<file path="src/rtl/ysyx_22040759_csr_file_pkg.sv">
// Shared constants for the machine-mode CSR file: CSR addresses, trap causes,
// exception-vector bit indices (matching the CSR-logic unit) and mstatus fields.
package ysyx_22040759_csr_file_pkg;

  localparam int XLEN     = 64;
  localparam int EXC_W    = 17;
  localparam int CSR_AW   = 12;

  localparam logic [CSR_AW-1:0] CSR_MSTATUS  = 12'h300;
  localparam logic [CSR_AW-1:0] CSR_MIE      = 12'h304;
  localparam logic [CSR_AW-1:0] CSR_MTVEC    = 12'h305;
  localparam logic [CSR_AW-1:0] CSR_MSCRATCH = 12'h340;
  localparam logic [CSR_AW-1:0] CSR_MEPC     = 12'h341;
  localparam logic [CSR_AW-1:0] CSR_MCAUSE   = 12'h342;
  localparam logic [CSR_AW-1:0] CSR_MIP      = 12'h344;
  localparam logic [CSR_AW-1:0] CSR_MCYCLE   = 12'hB00;
  localparam logic [CSR_AW-1:0] CSR_MINSTRET = 12'hB02;
  localparam logic [CSR_AW-1:0] CSR_MHARTID  = 12'hF14;

  localparam logic [XLEN-1:0] CAUSE_ILLEGAL   = 64'd2;
  localparam logic [XLEN-1:0] CAUSE_BREAK     = 64'd3;
  localparam logic [XLEN-1:0] CAUSE_ECALL_M   = 64'd11;
  localparam logic [XLEN-1:0] CAUSE_TIMER_IRQ = 64'h8000_0000_0000_0007;

  localparam int EXC_ECALL   = 0;
  localparam int EXC_EBREAK  = 1;
  localparam int EXC_MRET    = 2;
  localparam int EXC_ILLEGAL = 3;
  localparam int EXC_CLINT   = 4;
  localparam int EXC_FENCEI  = 5;

  localparam int MSTATUS_MIE    = 3;
  localparam int MSTATUS_MPIE   = 7;
  localparam int MSTATUS_MPP_LO = 11;
  localparam int MSTATUS_MPP_HI = 12;
  localparam int MIE_MTIE       = 7;
  localparam int MIP_MTIP       = 7;

  localparam logic [XLEN-1:0] MSTATUS_RST = 64'h1800;

  typedef enum logic [1:0] {
    EV_NONE,
    EV_EXC,
    EV_MRET,
    EV_IRQ
  } trap_event_e;

  // Synchronous exceptions resolve as illegal > ecall > ebreak.
  function automatic logic [XLEN-1:0] exc_cause(input logic [EXC_W-1:0] etype);
    if (etype[EXC_ILLEGAL])     return CAUSE_ILLEGAL;
    else if (etype[EXC_ECALL])  return CAUSE_ECALL_M;
    else                        return CAUSE_BREAK;
  endfunction

endpackage

</file>
<file path="src/rtl/ysyx_22040759_csr_file_counter.sv">
// 64-bit free-running counter with increment enable; a write overrides the
// increment in the same cycle so the written value appears unmodified.
module ysyx_22040759_csr_counter
  import ysyx_22040759_csr_file_pkg::*;
(
  input  logic            clock,
  input  logic            reset,
  input  logic            i_inc,
  input  logic            i_wen,
  input  logic [XLEN-1:0] i_wdata,
  output logic [XLEN-1:0] o_value
);

  logic [XLEN-1:0] r_count;

  // NOTE: sequential state uses non-blocking assignments so every register
  // samples the pre-edge values, independent of statement order.
  always_ff @(posedge clock) begin
    if (reset)       r_count <= '0;
    else if (i_wen)  r_count <= i_wdata;
    else if (i_inc)  r_count <= r_count + 64'd1;
  end

  assign o_value = r_count;

endmodule

</file>
<file path="src/rtl/ysyx_22040759_csr_file.sv">
// Machine-mode CSR file and trap controller: serves CSR reads/writes, turns the
// exception vector and timer interrupt into one-cycle redirect pulses for IFU.
module ysyx_22040759_csr_file
  import ysyx_22040759_csr_file_pkg::*;
#(
  parameter logic [XLEN-1:0] HARTID    = 64'h0,
  parameter logic [XLEN-1:0] MTVEC_RST = 64'h0
) (
  input  logic              clock,
  input  logic              reset,
  input  logic [CSR_AW-1:0] csr_raddr,
  output logic [XLEN-1:0]   csr_rdata,
  output logic              csr_rhit,
  input  logic              csr_wen,
  input  logic [CSR_AW-1:0] csr_waddr,
  input  logic [XLEN-1:0]   csr_wdata,
  input  logic [EXC_W-1:0]  exception_type,
  input  logic [XLEN-1:0]   exc_pc,
  input  logic              commit_valid,
  input  logic [XLEN-1:0]   next_pc,
  input  logic              timer_irq,
  output logic              trap_valid,
  output logic [XLEN-1:0]   trap_pc
);

  logic              r_mie;
  logic              r_mpie;
  logic              r_mtie;
  logic [XLEN-1:2]   r_mtvec;
  logic [XLEN-1:0]   r_mscratch;
  logic [XLEN-1:2]   r_mepc;
  logic [XLEN-1:0]   r_mcause;
  logic              r_trap_valid;
  logic [XLEN-1:0]   r_trap_pc;

  logic [XLEN-1:0]   w_mcycle;
  logic [XLEN-1:0]   w_minstret;
  logic              w_exc;
  logic              w_mret;
  logic              w_irq;
  logic              w_wen;
  trap_event_e       w_event;
  logic              w_unused;

  assign w_exc  = exception_type[EXC_ILLEGAL] | exception_type[EXC_ECALL]
                | exception_type[EXC_EBREAK];
  assign w_mret = exception_type[EXC_MRET];
  assign w_irq  = r_mie & r_mtie & timer_irq & commit_valid & ~w_exc & ~w_mret;
  // A trapping or returning instruction does not commit its CSR write.
  assign w_wen  = csr_wen & ~w_exc & ~w_mret & ~w_irq;

  assign w_unused = ^{exception_type[EXC_W-1:EXC_CLINT], exc_pc[1:0], next_pc[1:0]};

  always_comb begin
    w_event = EV_NONE;
    if (w_exc)       w_event = EV_EXC;
    else if (w_mret) w_event = EV_MRET;
    else if (w_irq)  w_event = EV_IRQ;
  end

  // NOTE: reset is synchronous and overrides every other update, including a
  // trap raised in the same cycle, so no redirect pulse follows a reset edge.
  always_ff @(posedge clock) begin
    if (reset) begin
      r_mie        <= MSTATUS_RST[MSTATUS_MIE];
      r_mpie       <= MSTATUS_RST[MSTATUS_MPIE];
      r_mtie       <= 1'b0;
      r_mtvec      <= MTVEC_RST[XLEN-1:2];
      r_mscratch   <= '0;
      r_mepc       <= '0;
      r_mcause     <= '0;
      r_trap_valid <= 1'b0;
      r_trap_pc    <= '0;
    end else begin
      if (w_wen) begin
        unique case (csr_waddr)
          CSR_MSTATUS: begin
            r_mie  <= csr_wdata[MSTATUS_MIE];
            r_mpie <= csr_wdata[MSTATUS_MPIE];
          end
          CSR_MIE:      r_mtie     <= csr_wdata[MIE_MTIE];
          CSR_MTVEC:    r_mtvec    <= csr_wdata[XLEN-1:2];
          CSR_MSCRATCH: r_mscratch <= csr_wdata;
          CSR_MEPC:     r_mepc     <= csr_wdata[XLEN-1:2];
          CSR_MCAUSE:   r_mcause   <= csr_wdata;
          default: ;
        endcase
      end

      unique case (w_event)
        EV_EXC: begin
          r_mepc    <= exc_pc[XLEN-1:2];
          r_mcause  <= exc_cause(exception_type);
          r_mpie    <= r_mie;
          r_mie     <= 1'b0;
          r_trap_pc <= {r_mtvec, 2'b00};
        end
        EV_IRQ: begin
          r_mepc    <= next_pc[XLEN-1:2];
          r_mcause  <= CAUSE_TIMER_IRQ;
          r_mpie    <= r_mie;
          r_mie     <= 1'b0;
          r_trap_pc <= {r_mtvec, 2'b00};
        end
        EV_MRET: begin
          r_mie     <= r_mpie;
          r_mpie    <= 1'b1;
          r_trap_pc <= {r_mepc, 2'b00};
        end
        default: ;
      endcase

      r_trap_valid <= (w_event != EV_NONE);
    end
  end

  ysyx_22040759_csr_counter u_mcycle (
    .clock   (clock),
    .reset   (reset),
    .i_inc   (1'b1),
    .i_wen   (w_wen && (csr_waddr == CSR_MCYCLE)),
    .i_wdata (csr_wdata),
    .o_value (w_mcycle)
  );

  ysyx_22040759_csr_counter u_minstret (
    .clock   (clock),
    .reset   (reset),
    .i_inc   (commit_valid & ~w_exc),
    .i_wen   (w_wen && (csr_waddr == CSR_MINSTRET)),
    .i_wdata (csr_wdata),
    .o_value (w_minstret)
  );

  // NOTE: every output of this block is assigned a default first, so no path
  // through the case leaves a value held and no latch is inferred.
  always_comb begin
    csr_rdata = '0;
    csr_rhit  = 1'b1;
    unique case (csr_raddr)
      CSR_MSTATUS: begin
        csr_rdata[MSTATUS_MPP_HI:MSTATUS_MPP_LO] = 2'b11;
        csr_rdata[MSTATUS_MPIE]                  = r_mpie;
        csr_rdata[MSTATUS_MIE]                   = r_mie;
      end
      CSR_MIE:      csr_rdata[MIE_MTIE] = r_mtie;
      CSR_MTVEC:    csr_rdata = {r_mtvec, 2'b00};
      CSR_MSCRATCH: csr_rdata = r_mscratch;
      CSR_MEPC:     csr_rdata = {r_mepc, 2'b00};
      CSR_MCAUSE:   csr_rdata = r_mcause;
      CSR_MIP:      csr_rdata[MIP_MTIP] = timer_irq;
      CSR_MCYCLE:   csr_rdata = w_mcycle;
      CSR_MINSTRET: csr_rdata = w_minstret;
      CSR_MHARTID:  csr_rdata = HARTID;
      default:      csr_rhit  = 1'b0;
    endcase
  end

  assign trap_valid = r_trap_valid;
  assign trap_pc    = r_trap_pc;

endmodule
</file>
<file path="config.mk">
export PLATFORM = sky130hd
export DESIGN_NAME = ysyx_22040759_csr_file
export DESIGN_NICKNAME = d
export VERILOG_FILES = /design/src/rtl/ysyx_22040759_csr_file_pkg.sv /design/src/rtl/ysyx_22040759_csr_file_counter.sv /design/src/rtl/ysyx_22040759_csr_file.sv
export SDC_FILE = /design/constraint.sdc
export NUM_CORES = 1
export LEC_CHECK = 0
export ABC_CLOCK_PERIOD_IN_PS = 2550
export BUFFER_PORTS_ARGS = -buffer_cell sky130_fd_sc_hd__buf_2
export CORE_ASPECT_RATIO = 0.6
export CORE_MARGIN = 4
export CORE_UTILIZATION = 51
export CTS_CLUSTER_SIZE = 30
export DETAILED_ROUTE_END_ITERATION = 8
export GPL_TIMING_DRIVEN = 1
export PLACE_DENSITY = 0.78
export SYNTH_ARGS = -nofsm -noshare
export SYNTH_HDL_FRONTEND = slang
export SYNTH_SLANG_ARGS = --single-unit
</file>
<file path="constraint.sdc">
create_clock -name clock -period 2.55 [get_ports clock]
set_input_delay 0.255 -clock clock [delete_from_list [all_inputs] [get_ports clock]]
set_output_delay 0.255 -clock clock [all_outputs]
set_load 0.01 [all_outputs]
</file>
Yosys cells after proc, flatten, opt, wreduce, memory -nomap -nowiden
Cells that the tools add are included.
- add/sub/neg operators: 2
- shift-type cells: 0
- multiply operators: 0
- divide/modulo/power cells: 0
- equality and inequality tests: 21
- muxes and demuxes: 29
- reduce and logical (&&, ||, !) cells: 18
- bitwise operators: 14
- order comparisons: 0
- operators by type and width (operator ; count):
    $mux W64 ; 5
    $pmux W51 S6 ; 1
    $pmux W64 S2 ; 2
    $eq A12 B10 Y1 const B ; 13
    $add A64 B1 Y64 const B ; 2
    $mux W62 ; 2
    $pmux W62 S2 ; 1
    $eq A12 B12 Y1 const B ; 5
    $pmux W3 S6 ; 3
    $reduce_bool A3 Y1 ; 5
    $pmux W2 S7 ; 1
    $reduce_and A2 Y1 ; 6
    $reduce_or A10 Y1 ; 1
    $and A1 B1 Y1 ; 9
    $pmux W1 S9 ; 1
    $mux W4 ; 2
    $pmux W1 S7 ; 1
    $mux W2 ; 3
    $reduce_bool A2 Y1 ; 3
    $mux W1 ; 5
    $eq A2 B2 Y1 const B ; 2
    $pmux W1 S2 ; 2
    $not A1 Y1 ; 3
    $eq A2 B1 Y1 const B ; 1
    3 further kinds ; 5
- bits in read-only memories: 0
- memories kept: 0
- bits in latches: 0
- bits in writable memories: 0
- bits of input ports: 238
- logic and storage cells: 95
- bits in registers: 448
- output and inout port bits: 130

Logic depth before layout (Yosys ltp)
- word-level depth: 12
- mapped depth: 8
- mapped depth without buffers: 7

Modules after synthesis
A second synthesis with hierarchy kept.
- cells, all modules: 3112
- area total of the unflattened synthesis: 24810.0 um2
- by module, submodules not included (module ; instances ; area each (um2) ; sequential area each (um2) ; cells an instance):
    ysyx_22040759_csr_file ; 1 ; 17280.3 ; 6366.1 ; 2152
    ysyx_22040759_csr_counter ; 2 ; 3764.9 ; 1281.2 ; 480

Worst setup path before layout
No wires, ideal clock.
- kind: input port to flip-flop
- start: input port exception_type[2]
- end: register r_mtvec[10] (netlist bit)
- buffers on the path: 2
- library setup time: 132 ps
- required time: 2418 ps
- arrival time: 2466 ps
- stages on the path: 8
- slack: -48 ps
- cells stage by stage: or4b_1 or3_1 or4_1 or2_2 clkbuf_1 clkbuf_1 nand2_1 a21oi_1
- cells in the longest elaborated chain, start to end: 5
- elaborated cells between the ends (all ways): 6
- those cells by class: bitwise: 5; reduce/logical: 1
- ends and longest elaborated chain (item ; RTL line ; RTL):
    start, declared ; ysyx_22040759_csr_file.sv:17 ; input logic [EXC_W-1:0] exception_type,
    $not A1 Y1 (*) ; ysyx_22040759_csr_file.sv:48, ysyx_22040759_csr_file.sv:50 ;
    $and A1 B1 Y1 ; ysyx_22040759_csr_file.sv:48 ; assign w_irq = r_mie & r_mtie & timer_irq & commit_valid & ~w_exc & ~w_mret;
    $not A1 Y1 ; ysyx_22040759_csr_file.sv:50 ; assign w_wen = csr_wen & ~w_exc & ~w_mret & ~w_irq;
    $and A1 B1 Y1 (*) ; ysyx_22040759_csr_file.sv:50 ;
    $reduce_and A2 Y1 (no source line) (*) ; - ;
    end signal, assigned ; ysyx_22040759_csr_file.sv:68 ; r_mtvec <= MTVEC_RST[XLEN-1:2];
    end signal, assigned ; ysyx_22040759_csr_file.sv:82 ; CSR_MTVEC: r_mtvec <= csr_wdata[XLEN-1:2];
    end, declared ; ysyx_22040759_csr_file.sv:29 ; logic [XLEN-1:2] r_mtvec;
Every way passes the cells marked *; elsewhere a longest branch is shown, timed or not.
A chain may end at the register's enable or synchronous reset.

Worst setup path in the final report
- start: input port csr_raddr[3]
- end: output port csr_rdata[29]
- cells in the longest elaborated chain, start to end: 2
- elaborated cells between the ends (all ways): 7
- those cells by class: eq/ne: 6; mux: 1
- ends and longest elaborated chain (item ; RTL line ; RTL):
    start, declared ; ysyx_22040759_csr_file.sv:11 ; input logic [CSR_AW-1:0] csr_raddr,
    $eq A12 B12 Y1 or $eq A12 B10 Y1 (tied branches) ; ysyx_22040759_csr_file.sv:140 ; unique case (csr_raddr)
    $pmux W51 S6 (*) ; ysyx_22040759_csr_file.sv:140 ;
    end, declared ; ysyx_22040759_csr_file.sv:12 ; output logic [XLEN-1:0] csr_rdata,
Marked as above.

==> impl_summary.md <==
Die
The core region is 40440 um^2. In this run the horizontal extent of the chip is 269.4 um. The starting utilization of the core area is slightly above 50%. 368 I/O pins were placed. The die height is between 150 and 200 um. The row count is 57.

The die covers 44390 um^2.

Global routing
The met2 track demand over resource in global routing is 48.88%. The routing layer with the top usage in global route is met2. The via count of the first global-routing pass is approximately 21k.

The global-route track usage on met3 is under 10%. The first-pass GRT wire length is around 120 mm. The number of antenna violations at the first check in global routing is 3. For this run the aggregate overflow at the end of global routing stands at 0. Entering global routing, the biggest net connects between 150 and 200 pins. For this run, global-route usage on met1 was measured as a little under half.

The global routing usage summed across all routing layers is between 30% and 40%.

Clock tree
The cell sitting at the root of the clock tree is a clkbuf_16. The clock network latency to the later pin of the worst-skew pair is 0.56 ns. TritonCTS built the clock tree. The clock-pin slew on the worst setup and hold paths is about 0.06 ns.

Counting every sink on the clock net gives between 400 and 500. In this run the deepest clock path goes through 3 buffers. The deepest level of the CTS H-tree is 2. In this run, CTS created clock tree buffers numbering 43.

Worst setup path
The flop-to-flop setup slack is 0.10 ns. The maximum fanout encountered on the critical timing path is 15. The master of the slowest instance on the critical path is and4_4. On the critical path the largest part of the delay comes from simple AND/OR/NAND/NOR gates. The first element of the critical path is csr_raddr[3]. The required time reported for the critical path endpoint is about 2.3 ns. The capture point of the worst reg-to-reg path is u_mcycle.o_value[59]$_SDFF_PP0_. The largest single stage delay on the critical path is between 0.2 and 0.3 ns.

Traced cell by cell, the critical path runs through buf_2 > nor3_2 > and4_4 > nand3b_1 > buf_4 > nor3b_4 > buf_12 > buf_12 > a222oi_1 > nand2_1 > buf_2. The arrival time of data at the critical path endpoint is 2.31 ns. STA classifies the critical path endpoint as a primary output. By startpoint and endpoint, the worst setup path is classified as input port to primary output.

The launch instance of the worst register-to-register path is u_mcycle.o_value[39]$_SDFF_PP0_. The number of buffers and inverters on the critical path is 5. The critical path crosses 11 cells after its start point.

STA classifies the critical path startpoint as an input port. The cell depth of the worst flop-to-flop path is 7.

Placement
The placed wire-length estimate is around 52 mm. After detailed placement, the design holds a cell count of roughly 3.3k. Routability-driven placement finished with a final weighted congestion of around 0.9. The count of buffers added on input and output ports is 348. The setup slack after placement is -0.2812 ns.

Yosys
The most frequently used cell type in the post-synthesis netlist is nand2_1. In the synthesized netlist the dominant register cell turns out to be dfxtp_1. The number of flops mapped to enable cells by yosys is 0. After synthesis, flip-flops and latches occupy a little over two fifths of the total area.

After synthesis, the most frequently instantiated cells are nand2_1, dfxtp_1, nor2_1, a211oi_1, clkbuf_1. The number of distinct library cells after synthesis is 50. A synthesized cell averages just over 8 um^2. Yosys printed 0 warnings.

The area share of the largest cell type after synthesis is between 40% and 50%. Ranked by total cell area, the synthesized netlist is headed by dfxtp_1, a211oi_1, a222oi_1. The summed instance area of the synthesized netlist is between 20000 and 25000 um^2. After technology mapping, the gate count stands at around 2.6k. The synthesized design spends more area on one cell type than any other, namely dfxtp_1. The fraction of registers with async set/reset is 0%. Counting flops and latches in the post-synthesis netlist gives 446.

Flow run
Max-cap violations in this run came to 0.

Final layout
Excluding fillers, the count of instances in the completed layout stands at 3452. At the end of the flow, the number of nets in the layout was 3130. The count of fill cells added during filler insertion is around 3.3k. Relative to the synthesized area, the layout overhead comes to 24.38%. The number of antenna diodes in the final layout is 0.

The post-route netlist has a little over a fifth of its cells at a drive strength greater than 1.

Detailed routing
The count of unresolved DRC violations after routing is 14. The total length of routed wires is slightly below 80 mm. The first detailed-routing pass ran for 9 iterations. The detail-routed net length per standard cell is 22.77 um. The total number of vias is around 22k.

In this run the remaining antenna-violating nets after routing total 0. The first routing iteration left approximately 3.9k violations. After detailed routing, the number of vias per cell comes to approximately 6.5.

Timing
The top achievable clock speed is 0.3902 GHz. In the post-route analysis, the smallest setup slack over all paths is -0.01289 ns. The worst path uses 100.5% of the clock period. The pin slew with the least headroom to its limit is around 0.83 ns. Setup repair after global routing could not meet its margin everywhere. The number of slew-limit violations in the final report is 0. Final hold analysis gives a worst-case slack of 0.01945 ns. The final number of hold-violating endpoints is 0. The largest clock skew in the final design is about 0.027 ns. Subtracting the final worst setup slack from the clock period gives 2.563 ns. The worst pin sits at a relative slew slack of between 40 and 50%. Setup violations remaining at the end of the flow were counted as 1.

Power
VDD sags by at most about 0.00047 V. The total leakage power is 9.733 nW. The power per cell area is ~570 nW/um^2.

Outcome
The flow ran to the end, but the final reports show violations. The checks that failed: DRC, setup timing.

Hold path
The worst hold path belongs to the class input port to flop. The worst min-delay path startpoint is csr_wdata[45]. The path with the worst hold slack has its endpoint at r_mtvec[45]$_SDFFE_PP0P_. The cell depth of the worst hold path is 3.
routing by layer:
metal	vias to the layer above	part of all wire [%]
met5	-	0.037
met4	6	2.5
met3	160	14
met2	1667	42
met1	10570	42
li1	10060	-
flip-flops by register name (all words and copies together) (netlist names):
register / flops
r_mcause: 64
r_mepc: 62
r_mie: 1
r_mpie: 1
r_mscratch: 64
r_mtie: 1
r_mtvec: 62
trap_pc: 62
trap_valid: 1
u_mcycle.o_value: 64
u_minstret.o_value: 64
cells by family (layout without fill, tap and decap cells):
| kind of cell | Yosys count | in the layout | synth area share, % |
|---|---|---|---|
| AOI/OAI and AO/OA | 644 | 644 | 23.07 |
| xor gates and xnor gates | 125 | 125 | 5.238 |
| adders and majority gates | 2 | 2 | 0.1197 |
| buffers and inverters | 246 | 607 | 4.543 |
| DFF | 446 | 446 | 42.72 |
| muxes | 65 | 65 | 3.119 |
| other | 1 | 2 | 0.01794 |
| and+or+nand+nor | 1029 | 1030 | 21.17 |
report_power, final:
part,switching (mW),leakage [nW],internal (mW)
clock,2.84,0.737,4.03
sequential,0.0865,3.61,7.07
combinational,0.537,5.38,0.346
total,3.47,9.73,11.5
placed cells by master (no fill, tap or decap), types with 5 or more instances in the layout:
cell type	synthesis	routed
clkbuf_8	0	14
a21oi_1	193	193
buf_12	0	35
xnor2_1	80	80
nor4_2	1	8
nor4b_1	5	5
buf_4	2	94
and4_1	9	7
clkbuf_16	0	48
nand3_1	56	55
mux2i_1	64	64
nor2_1	306	301
and2_1	8	7
or3_2	0	6
nor3_1	51	45
nand4_1	35	35
xor2_1	45	45
or2_2	7	7
dfxtp_1	446	445
and3_1	15	14
a22oi_1	5	5
buf_2	9	347
a211oi_1	249	249
nor4_1	16	7
dlygate4sd3_1	0	27
nand2_1	484	484
a222oi_1	184	184
inv_1	20	20
layout make-up:
class                           instances  area (um^2)  area share [%]
Sequential cell                       446         8930           34.35
Clock buffer                           63         1334           5.131
Timing Repair Buffer                  511         3568           13.73
Inverter                               20        75.07          0.2888
Clock inverter                         13        178.9          0.6883
Multi-Input combinational cell       1868        11250           43.26
Tap cell                              531        664.4           2.556
metrics by stage:
stage	area [um^2]	util (%)	power, mW	setup TNS, ns
2_1_floorplan	20930	-	7.657	0
3_3_place_gp	23940	59.21	8.105	-20.25
3_5_place_dp	23940	59.21	8.129	-26.12
4_1_cts	25740	63.67	14.93	0
5_1_grt	26000	64.29	15.30	-0.03661
6_report	26000	64.29	14.92	-0.01289
how the worst max path moves through the flow:
stage | endpoint | slack, ns
after floorplan | r_mtvec[10]$_SDFFE_PP0P_ | 0.0005
after CTS | u_mcycle.o_value[59]$_SDFF_PP0_ | 0.03
final | csr_rdata[29] | -0.01
after detailed placement | u_minstret.o_value[52]$_SDFFE_PP0P_ | -0.28
after global placement | u_minstret.o_value[52]$_SDFFE_PP0P_ | -0.32
after global routing | csr_rdata[29] | -0.03
worst min-delay path, cell delays in order:
cell,delay (ns)
buf_2,0.15
nand2_1,0.07
a21oi_1,0.05
what timing repair did:
action | CTS | global route
setup buffers | 0 | 5
hold endpoints to repair | 64 | 0
hold buffers | 27 | 0
setup endpoints to repair | 6 | 40
pin swaps | 0 | 6
resized for setup | 3 | 24
gates cloned | 0 | 5
Power figures use the tool's default switching activity.
